$ cat config.mk
export PLATFORM = sky130hd
export DESIGN_NAME = audio_line_prefetch
export DESIGN_NICKNAME = d
export VERILOG_FILES = /design/src/rtl/audio_line_prefetch.sv
export SDC_FILE = /design/constraint.sdc
export NUM_CORES = 1
export LEC_CHECK = 0
export ABC_AREA = 0
export CORE_MARGIN = 2
export CORE_UTILIZATION = 50
export DETAILED_ROUTE_END_ITERATION = 8
export PLACE_DENSITY = 0.73
export SYNTH_ARGS = -nofsm -noshare
export SYNTH_HDL_FRONTEND = slang
export SYNTH_SLANG_ARGS = --single-unit
$ cat constraint.sdc
create_clock -name i_clk -period 4.6 [get_ports i_clk]
set_clock_uncertainty 0.1 [all_clocks]
set_input_delay 0.92 -clock i_clk [delete_from_list [all_inputs] [get_ports i_clk]]
set_output_delay 0.92 -clock i_clk [all_outputs]
set_load 0.01 [all_outputs]
$ cat src/rtl/audio_line_prefetch.sv
// Audio line prefetcher: pulls 128-bit lines from the SDRAM arbiter into a small
// ring buffer and hands out one 16-bit PCM sample per I2S request.
module audio_line_prefetch #(
   parameter logic [21:0] BASE_ADDR   = 22'h000000,
   parameter logic [21:0] NUM_LINES   = 22'h040000,
   parameter int unsigned DEPTH_LINES = 4
) (
   input  logic         i_clk,
   input  logic         i_reset_n,
   input  logic         i_start,
   input  logic         i_stop,
   output logic         o_sdram_rd,
   output logic [21:0]  o_sdram_addr,
   input  logic         i_sdram_wait,
   input  logic         i_sdram_ac,
   input  logic [127:0] i_sdram_rddata,
   input  logic         i_sample_req,
   output logic [15:0]  o_sample_data,
   output logic         o_sample_valid,
   output logic         o_underrun,
   output logic         o_busy,
   output logic         o_done,
   output logic [3:0]   o_level
);

   localparam int unsigned PW = (DEPTH_LINES > 1) ? $clog2(DEPTH_LINES) : 1;
   localparam int unsigned LW = PW + 1;
   localparam logic [LW-1:0] FULL = LW'(DEPTH_LINES);
   localparam logic [22:0]   LAST = {1'b0, NUM_LINES};

   typedef enum logic [2:0] {StIdle, StFill, StRun, StDone, StAbort} state_t;

   state_t          r_state;
   logic            r_rd;
   logic [21:0]     r_addr;
   logic [22:0]     r_fetch_cnt;
   logic [PW-1:0]   r_wptr;
   logic [PW-1:0]   r_rptr;
   logic [LW-1:0]   r_level;
   logic [2:0]      r_k;
   logic [15:0]     r_sample_data;
   logic            r_sample_valid;
   logic            r_underrun;
   logic            r_busy;
   logic            r_done;
   logic [127:0]    r_mem [DEPTH_LINES];

   state_t          w_state_d;
   logic            w_rd_done;
   logic            w_active;
   logic            w_start_acc;
   logic            w_write;
   logic            w_serve;
   logic            w_empty_req;
   logic            w_free;
   logic            w_room;
   logic            w_more;
   logic            w_issue;
   logic            w_clear;
   logic [127:0]    w_line;
   logic [15:0]     w_cur_sample;
   logic            w_unused;

   // The request is held until ack no matter what the arbiter says, so wait is
   // informational only.
   assign w_unused = i_sdram_wait;

   // Event decode for the current cycle.
   always_comb begin
      w_rd_done    = r_rd & i_sdram_ac;
      w_active     = (r_state == StFill) | (r_state == StRun);
      w_start_acc  = i_start & ((r_state == StIdle) | (r_state == StDone));
      w_write      = w_active & ~i_stop & w_rd_done;
      w_serve      = (r_state == StRun) & i_sample_req & ~i_stop & (r_level != '0);
      // Any request not served (FILL, empty buffer, IDLE/DONE/ABORT) counts as empty,
      // except when stop arrives in the same cycle.
      w_empty_req  = i_sample_req & ~i_stop & ~w_serve;
      w_free       = w_serve & (r_k == 3'd7);
      w_room       = r_level < FULL;
      w_more       = r_fetch_cnt < LAST;
      w_issue      = w_start_acc | (w_active & ~i_stop & ~r_rd & w_room & w_more);
      w_line       = r_mem[r_rptr];
      w_cur_sample = w_line[{r_k, 4'b0000} +: 16];
   end

   // Next-state selection.
   always_comb begin
      w_state_d = r_state;
      w_clear   = 1'b0;
      unique case (r_state)
         StIdle: begin
            if (i_start) begin
               w_state_d = StFill;
               w_clear   = 1'b1;
            end
         end
         StFill: begin
            if (i_stop) begin
               w_state_d = StAbort;
            end else if ((r_level == FULL) || !w_more) begin
               w_state_d = StRun;
            end
         end
         StRun: begin
            if (i_stop) begin
               w_state_d = StAbort;
            end else if (!w_more && (r_level == '0) && !r_rd) begin
               w_state_d = StDone;
            end
         end
         StDone: begin
            if (i_start) begin
               w_state_d = StFill;
               w_clear   = 1'b1;
            end else if (i_stop) begin
               w_state_d = StIdle;
               w_clear   = 1'b1;
            end
         end
         StAbort: begin
            // Wait out an outstanding read; its data is dropped.
            if (!r_rd || i_sdram_ac) begin
               w_state_d = StIdle;
               w_clear   = 1'b1;
            end
         end
         default: w_state_d = StIdle;
      endcase
   end

   // State, read handshake, buffer bookkeeping and registered outputs.
   always_ff @(posedge i_clk or negedge i_reset_n) begin
      if (!i_reset_n) begin
         r_state        <= StIdle;
         r_rd           <= 1'b0;
         r_addr         <= '0;
         r_fetch_cnt    <= '0;
         r_wptr         <= '0;
         r_rptr         <= '0;
         r_level        <= '0;
         r_k            <= '0;
         r_sample_data  <= '0;
         r_sample_valid <= 1'b0;
         r_underrun     <= 1'b0;
         r_busy         <= 1'b0;
         r_done         <= 1'b0;
      end else begin
         r_state <= w_state_d;
         r_busy  <= (w_state_d == StFill) || (w_state_d == StRun) || (w_state_d == StAbort);
         r_done  <= (w_state_d == StDone);

         if (w_issue) begin
            r_rd   <= 1'b1;
            r_addr <= w_start_acc ? BASE_ADDR : BASE_ADDR + r_fetch_cnt[21:0];
         end else if (w_rd_done) begin
            r_rd <= 1'b0;
         end

         if (w_clear) begin
            r_fetch_cnt <= '0;
            r_wptr      <= '0;
            r_rptr      <= '0;
            r_level     <= '0;
            r_k         <= '0;
         end else begin
            if (w_write) begin
               r_wptr      <= r_wptr + 1'b1;
               r_fetch_cnt <= r_fetch_cnt + 1'b1;
            end
            if (w_serve) begin
               r_k <= r_k + 1'b1;
            end
            if (w_free) begin
               r_rptr <= r_rptr + 1'b1;
            end
            r_level <= r_level + LW'(w_write) - LW'(w_free);
         end

         if (w_serve) begin
            r_sample_data  <= w_cur_sample;
            r_sample_valid <= 1'b1;
         end else begin
            r_sample_valid <= 1'b0;
            if (i_sample_req) begin
               r_sample_data <= '0;
            end
         end

         if (w_start_acc) begin
            r_underrun <= 1'b0;
         end else if (w_empty_req) begin
            r_underrun <= 1'b1;
         end
      end
   end

   // Line storage; contents are don't-care after reset.
   always_ff @(posedge i_clk) begin
      if (w_write) begin
         r_mem[r_wptr] <= i_sdram_rddata;
      end
   end

   assign o_sdram_rd     = r_rd;
   assign o_sdram_addr   = r_addr;
   assign o_sample_data  = r_sample_data;
   assign o_sample_valid = r_sample_valid;
   assign o_underrun     = r_underrun;
   assign o_busy         = r_busy;
   assign o_done         = r_done;
   assign o_level        = 4'(r_level);

endmodule

# Word-level counts from Yosys, hierarchy flattened

Memories as Yosys holds them, arrays and structs flattened.
Index checks and enable logic that the tools add are counted.

Flip-flop bits (word level): 79
Memory bits (writable): 512
Input port bits: 135
Output and inout port bits: 47
Memories kept: 1

Add/subtract/negate cells: 6
$lt $le $gt $ge: 2
Equality and inequality tests: 10
Shift operators: 1
Mux-type cells: 33
Bitwise logic cells: 19
Reduce and logical (&&, ||, !) cells: 17

Memories:

| memory | depth | bits a word | read ports | clocked after memory_dff | wr ports | line | source |
|---|---|---|---|---|---|---|---|
| r_mem  | 4     | 128         | 1          | 0                        | 1        | 46   | `logic [127:0] r_mem [DEPTH_LINES];` |

Operators by type and width:

| kind                                                                            | number |
|---|---|
| 128-bit by 8-bit variable part select with 16-bit output                        | 1 |
| 23-bit two-way mux                                                              | 2 |
| 3-bit two-way mux                                                               | 11 |
| 16-bit two-way mux                                                              | 2 |
| 23-bit by 1-bit adder with 23-bit output (second input constant)                | 1 |
| 23-bit by 19-bit less-than comparator with 1-bit output (second input constant) | 1 |
| 22-bit two-way mux                                                              | 1 |
| 3-bit case mux with 5 select lines                                              | 1 |
| 1-bit bitwise AND                                                               | 13 |
| 3-bit by 2-bit equality test with 1-bit output (second input constant)          | 4 |
| 3-bit equality test (second input constant)                                     | 4 |
| 2-bit nonzero test                                                              | 6 |
| 1-bit two-way mux                                                               | 11 |
| 2-bit two-way mux                                                               | 4 |
| 3-bit by 1-bit equality test with 1-bit output (second input constant)          | 2 |
| 3-bit zero test                                                                 | 2 |
| 2-bit by 1-bit adder with 2-bit output (second input constant)                  | 2 |
| 1-bit logical OR                                                                | 4 |
| 3-bit by 1-bit adder with 3-bit output                                          | 1 |
| 3-bit by 1-bit adder with 3-bit output (second input constant)                  | 1 |
| 3-bit less-than comparator (second input constant)                              | 1 |
| 1-bit inverter                                                                  | 3 |
| 1-bit OR                                                                        | 3 |
| 1-bit case mux with 3 select lines                                              | 1 |
| other kinds (4)                                                                 | 6 |

# Logic depth before layout (Yosys ltp)

Gate-level depths: netlist (run 1).

Depth in word-level cells: 10
Depth in mapped cells: 11
Depth with buffers taken out: 9

# Worst setup path after synthesis (run 1)

Ideal clock, no wire load.

Kind: input to register
From: input port i_stop
To: memory r_mem[0][0] (enable)
Data arrival time: 4.258 ns
Data required time: 3.997 ns
Path slack: -0.261 ns
Cell stages on the path: 2
Cell sequence: and4bb_2 -> and3_1

Word-level cells in the longest chain between the ends: 5

RTL lines:

| item                                    | line | source |
|---|---|---|
| from (decl)                             | 11   | `input logic i_stop,` |
| 1-bit inverter                          | 73   | `w_write = w_active & ~i_stop & w_rd_done;` |
| 1-bit bitwise AND (2 in a row)          | 73   |  |
| 1-bit two-way mux                       | 199  | `if (w_write) begin` |
| 1-bit two-way mux (implied by the code) | 200  | `r_mem[r_wptr] <= i_sdram_rddata;` |
| to (decl)                               | 46   |  |

No other way between the ends.

# Worst setup path after layout (run 1)

From: register r_rptr[1]
To: register r_sample_data[4], in the netlist o_sample_data[4]

Word-level cells in the longest chain between the ends: 3

RTL lines:

| item                                                     | line | source |
|---|---|---|
| from (decl)                                              | 38   | `logic [PW-1:0] r_rptr;` |
| from (signal assigned)                                   | 174  | `r_rptr <= r_rptr + 1'b1;` |
| memory read 4 x 128 bit                                  | n/a  |  |
| 128-bit by 8-bit variable part select with 16-bit output | 83   | `w_cur_sample = w_line[{r_k, 4'b0000} +: 16];` |
| 16-bit two-way mux                                       | 179  | `if (w_serve) begin` |
| to (signal assigned)                                     | 180  | `r_sample_data <= w_cur_sample;` |
| to (decl)                                                | 41   | `logic [15:0] r_sample_data;` |

No other way between the ends.
A chain may end at the register's enable or synchronous reset.

==> results of run 1 <==
cells by family after synthesis:
family | Yosys count | synth area share [%]
flip-flops | 591 | 74.1
multiplexers | 227 | 13.7
AO/OA/AOI/OAI | 172 | 5.65
AND/OR/NAND/NOR | 113 | 2.67
buffers and inverters | 101 | 2.33
XOR/XNOR | 25 | 0.968
adder cells (fa/ha/maj) | 10 | 0.567
other | 1 | 0.0160
worst paths after layout:
path                            depth (start not counted)                    startpoint                      endpoint  slack [ns]
worst max-delay path                                    5         r_rptr[1]$_DFFE_PN0P_  o_sample_data[4]$_DFFE_PN0P_        1.47
worst min-delay path                                    1                     i_reset_n          r_state[2]$_DFF_PN0_        0.23
worst max register to register                          5         r_rptr[1]$_DFFE_PN0P_  o_sample_data[4]$_DFFE_PN0P_        1.47
worst min register to register                          1  o_sdram_addr[18]$_DFFE_PN0P_  o_sdram_addr[18]$_DFFE_PN0P_        0.38
max in group asynchronous                               2                     i_reset_n    r_fetch_cnt[6]$_DFFE_PN0P_        3.31
min in group i_clk                                      1  o_sdram_addr[18]$_DFFE_PN0P_  o_sdram_addr[18]$_DFFE_PN0P_        0.38
registers in the layout (all words and copies together), names as in the netlist, 2 cells and up:
register,cells
o_sample_data,16
o_sdram_addr,22
r_fetch_cnt,23
r_k,3
r_level,3
r_mem,512
r_rptr,2
r_state,3
r_wptr,2
through the flow:
stage          instance area, sq um  setup WS, ns  hold slack (ns)
2_1_floorplan                 23400          1.20            0.400
3_3_place_gp                  25900         0.907            0.372
3_5_place_dp                  25900         0.925            0.380
4_1_cts                       27600          1.37            0.233
5_1_grt                       27700          1.24            0.271
6_report                      27700          1.47            0.232
worst register-to-register path: cells and delay by family (launching register included):
family	cells	cell delay (ns)
AO/OA/AOI/OAI	4	1.01
AND/OR/NAND/NOR	1	0.83
flip-flops	1	1.03
synthesized netlist by cell type, types with 2 or more instances:
library cell,n
buf_12,2
nor4_1,3
mux4_2,52
and3_1,9
and2_1,12
a221oi_2,11
a22o_1,34
buf_6,11
a221oi_1,21
o22ai_1,32
nor2_1,29
inv_1,28
buf_2,17
ha_1,9
buf_1,5
o221ai_1,16
mux2_2,64
nand2b_1,5
nand2_1,11
nor3b_1,2
nand4_1,10
o31ai_1,2
nand3_1,9
xor2_1,9
clkbuf_1,30
o21ai_0,9
xnor2_1,15
or3_1,3
dfrtp_1,79
a21o_1,2
buf_4,8
nor2b_1,4
mux2i_1,99
o32a_1,2
mux4_1,12
edfxtp_1,512
and4_1,3
a21oi_1,38
nor3_1,7
power by group through the flow:
stage               Combinational (mW)  Clock [mW]  Sequential (mW)
floorplan                        0.402           0             6.20
global placement                 0.770           0             6.21
detailed placement               0.789           0             6.22
CTS                              0.794        4.41             6.11
global route                     0.861        4.62             6.13
finish                           0.784        4.33             6.11
per-layer routing:
metal / global-route usage (%) / share of wire, % / up-vias
met5: 0 / 0.15 / -
met4: 7.85 / 3.5 / 12
met3: 4.56 / 6.8 / 101
met2: 32.4 / 48 / 378
met1: 28.1 / 42 / 6224
li1: - / - / 5423
final cells by class:
class,count,area (sq um)
Clock buffer,72,1490
Clock inverter,31,234
Multi-Input combinational cell,548,5540
Fill cell,3311,18700
Inverter,28,105
Sequential cell,591,17400
Timing Repair Buffer,212,2160
Antenna cell,2,5.00
Tap cell,607,759
==> results.toml, run 1 <==
[outcome]
status = "finished, final reports clean"

[setup_path]
required_ns = 4.96
arrival_ns = 3.48
cp_top_family = "flip-flops"
crit_top_cell = "o22ai_1"
critical_path_buf_inv_count = 0
crit_path_end_kind = "register"
cp_cell_sequence = "nand2b_1, o22ai_1, a21oi_1, a221oi_1, o22ai_1"
startpoint_type = "register"
cpPeakStageDelay_ns = 1.03
crit_path_top_delay_cell = "dfrtp_2"
crit_fanout = 42
path_class = "register to register"

[place]
dpl.hpwl_um = 30700
io_buffers = 179
place_congestion = 0.816
dp.cells = 1986

[yosys]
synthFlopType = "edfxtp_1"
synth_area_leaders = "edfxtp_1 (66%), dfrtp_1 (8.4%), mux4_2 (5.0%)"
synth_seq_cells = 591
synth_top_area_share_pct = 65.7
syn_area_per_cell_sq_um = 18.9
async_flop_share_pct = 13.4
netlist_area_sq_mm = 0.0234
synth.distinct_cells = 53
yosysWarnings = 0
synth_nets = 1385
ys_seq_area_share_pct = 74.1
syn_inst = 1240
synth_area_leader_cell = "edfxtp_1"
synth_enable_flop_cells = 512

[cts]
cts.path.max_buffers = 3
cts_setup_buffers = 0
cts.sinks = 591
clk_pin_slew_ns = 0.06
cts_resized = 0
clock_latency_ns = 0.60
numCtsBuffers = 56
root_buffer = "clkbuf_16"
htreeDepth = 2
tritoncts = "done"
hold_buffers = 0

[sta]
maxSlewViolCount = 0
final.min_clock_period_ns = 3.13
fmax_mhz = 320
timing.final.crit_share_pct = 68.0
relSlewSlack_pct = 30.4
rsz0062_at_grt = "no"
hold_viol = 0
worst_slew_pin_slew_ns = 1.04
setup_violations = 0
tns_ns = 0

[detailed_routing]
ant_nets = 0
drtIter0Drc = 1248
vias = 12100
dr.pass1.iters = 7
drc_errors = 0
vias_per_cell = 5.80
wirelength_um = 48800
avgRoutedWirePerCell_um = 23.4

[power]
swShare_pct = 21.7
clock_power_share_pct = 38.6
ir_worst_vdd_uv = 337
pwr-share-seq_pct = 54.4
internal-power_mw = 8.80
pwr_density_cell_mw_per_mm2 = 406
total_power_mw = 11.2
power.leakage_nw = 8.94
p_comb_share_pct = 7.0
power.switching_mw = 2.43

[global_routing]
antenna_found_initial = 8
grt_pass1_vias = 12300
grt_pass1_wl_um = 73700
track_usage_pct = 20.5
grt-ovfl-total = 0
grt_max_degree = 129

[job]
drv_cap = 0

[finish]
syn2layout_area_growth_pct = 18.2
layout_commonest_cell = "edfxtp_1"
drive_above_1_share_pct = 17.1
fin_util_pct = 59.7
final_cells = 2091
nets = 1582
layout_common_cells = "edfxtp_1 (512), clkdlybuf4s50_1 (178), mux2i_1 (99)"

[floorplanning]
die_h_um = 220
initial_core_util_pct = 50.5
core_area_sq_mm = 0.0464
rows = 79
top_level_ports = 182
dieArea_sq_mm = 0.0486
die_w_um = 220

[hold_path]
min_path_type = "primary input to asynchronous set/reset pin"
No activity file was read; power rests on OpenSTA's default activity.
==> run 2, diff against run 1 <==
- PLACE_DENSITY: 0.73 -> 0.7
- clock period: 4.6 -> 2.9 ns (I/O delays scaled with it)
==> results.toml, run 2 (synthesis results as in run 1) <==
[outcome]
status = "finished, final reports clean"

[finish]
finalInstanceArea_sq_mm = 0.0282
final_cells = 2136
layout_commonest_cell = "edfxtp_1"
fillerInstances = 3305
syn2layout_area_growth_pct = 20.5
drive_above_1_share_pct = 19.6
fin_util_pct = 60.8
top_register = "r_mem"
nets = 1621
largest_reg_flops = 512
layout_common_cells = "edfxtp_1 (512), clkdlybuf4s50_1 (178), mux2i_1 (99)"

[global_routing]
grt-ovfl-total = 0
grt_pass1_wl_um = 75200
grt_pass1_vias = 12400
grt_max_degree = 59
antenna_found_initial = 4
track_usage_pct = 20.9

[place]
dpl.hpwl_um = 32300
dp.cells = 2022
placed_cell_area_sq_mm = 0.0263
place_ws_ns = -0.0105
place_congestion = 0.817
io_buffers = 179

[sta]
timing.final.crit_share_pct = 90.6
setup_violations = 0
maxSlewViolCount = 0
tns_ns = 0
final.min_clock_period_ns = 2.63
worst_slew_pin_slew_ns = 0.719
relSlewSlack_pct = 52.1
hold_slack_ns = 0.389
hold_viol = 0
fmax_mhz = 381
fin_ws_ns = 0.273
rsz0062_at_grt = "no"

[detailed_routing]
dr.pass1.iters = 5
ant_nets = 0
wirelength_um = 50200
drtIter0Drc = 1116
avgRoutedWirePerCell_um = 23.5
vias_per_cell = 5.72
vias = 12200
drc_errors = 0

[floorplanning]
initial_core_util_pct = 50.5
die_h_um = 220
rows = 79
dieArea_sq_mm = 0.0486
top_level_ports = 182
core_area_sq_mm = 0.0464
die_w_um = 220

[setup_path]
required_ns = 3.27
timing.rr.start = "r_rptr[0]$_DFFE_PN0P_"
crit_fanout = 31
cpPeakStageDelay_ns = 0.67
reg2reg_to = "o_sample_data[8]$_DFFE_PN0P_"
critical_path_buf_inv_count = 2
cp_top_family = "multiplexers"
r2r_slack_ns = 0.27
arrival_ns = 3.00
cp.depth = 6
crit_path_top_delay_cell = "dfrtp_4"
r2r_cells = 6
startpoint_type = "register"
path_class = "register to register"
cp_cell_sequence = "buf_12, mux4_2, mux2_2, o221ai_1, buf_4, o22ai_1"
crit_path_end_kind = "register"

[cts]
root_buffer = "clkbuf_16"
numCtsBuffers = 58
htreeDepth = 2
tritoncts = "done"
cts.path.max_buffers = 3
clock_latency_ns = 0.61
cts_setup_buffers = 0
cts.sinks = 591
clk_pin_slew_ns = 0.06

[hold_path]
worstHoldStart = "o_sdram_addr[18]$_DFFE_PN0P_"
hold_end = "o_sdram_addr[18]$_DFFE_PN0P_"
min_path_cells = 1
min_path_type = "register to register"

[power]
ir_worst_vdd_uv = 424
power.leakage_nw = 9.23
pwr_density_cell_mw_per_mm2 = 649
total_power_mw = 18.3

[job]
drv_cap = 0
[run 2: cell count changes in the layout (fill, tap and decap cells not counted), sizes merged]
cell	change
buf	+36
bufinv	+1
clkbuf	+4
clkinv	-1
clkinvlp	-1
diode	+3
dlygate4sd3	+1
inv	+2
[run 2: worst reg2reg max path: cells and delay by family, from the launching register on]
family          cells  cell delay, ns
compound gates      2            0.37
mux                 2            0.86
flops               1            0.67
buf+inv             2            0.51
[run 2: cell type report]
class                           instances  area, sq um  area share [%]
Antenna cell                            5         12.5          0.0444
Clock buffer                           76         1590            5.65
Clock inverter                         32          273           0.967
Inverter                               28          105           0.373
Multi-Input combinational cell        548         5540            19.7
Sequential cell                       591        17400            61.6
Tap cell                              607          759            2.69
Timing Repair Buffer                  249         2550            9.06
[run 2: what timing repair did]
action / in CTS / in global routing
endpoints found under the hold margin: 42 / 0
hold buffers: 1 / 0
resized for setup: 0 / 0
[run 2: worst max path at each step]
stage | startpoint | to
floorplan | i_stop | r_mem[0][0]$_DFFE_PP_
global placement | i_stop | r_level[2]$_DFF_PN0_
detailed placement | i_stop | r_level[1]$_DFF_PN0_
CTS | r_rptr[0]$_DFFE_PN0P_ | o_sample_data[8]$_DFFE_PN0P_
global route | r_state[1]$_DFF_PN0_ | r_level[1]$_DFF_PN0_
finish | r_rptr[0]$_DFFE_PN0P_ | o_sample_data[8]$_DFFE_PN0P_
[run 2: per-layer routing]
layer,GRT usage (%),wire (um)
met1,29.0,21300
met2,33.7,24400
met3,3.95,3210
met4,6.78,1240
met5,0,8
[run 2: power breakdown]
group,total [mW],internal [mW],switching (mW)
sequential,9.68,9.54,0.138
clock,7.27,4.22,3.05
combinational,1.35,0.586,0.762
total,18.3,14.4,3.95
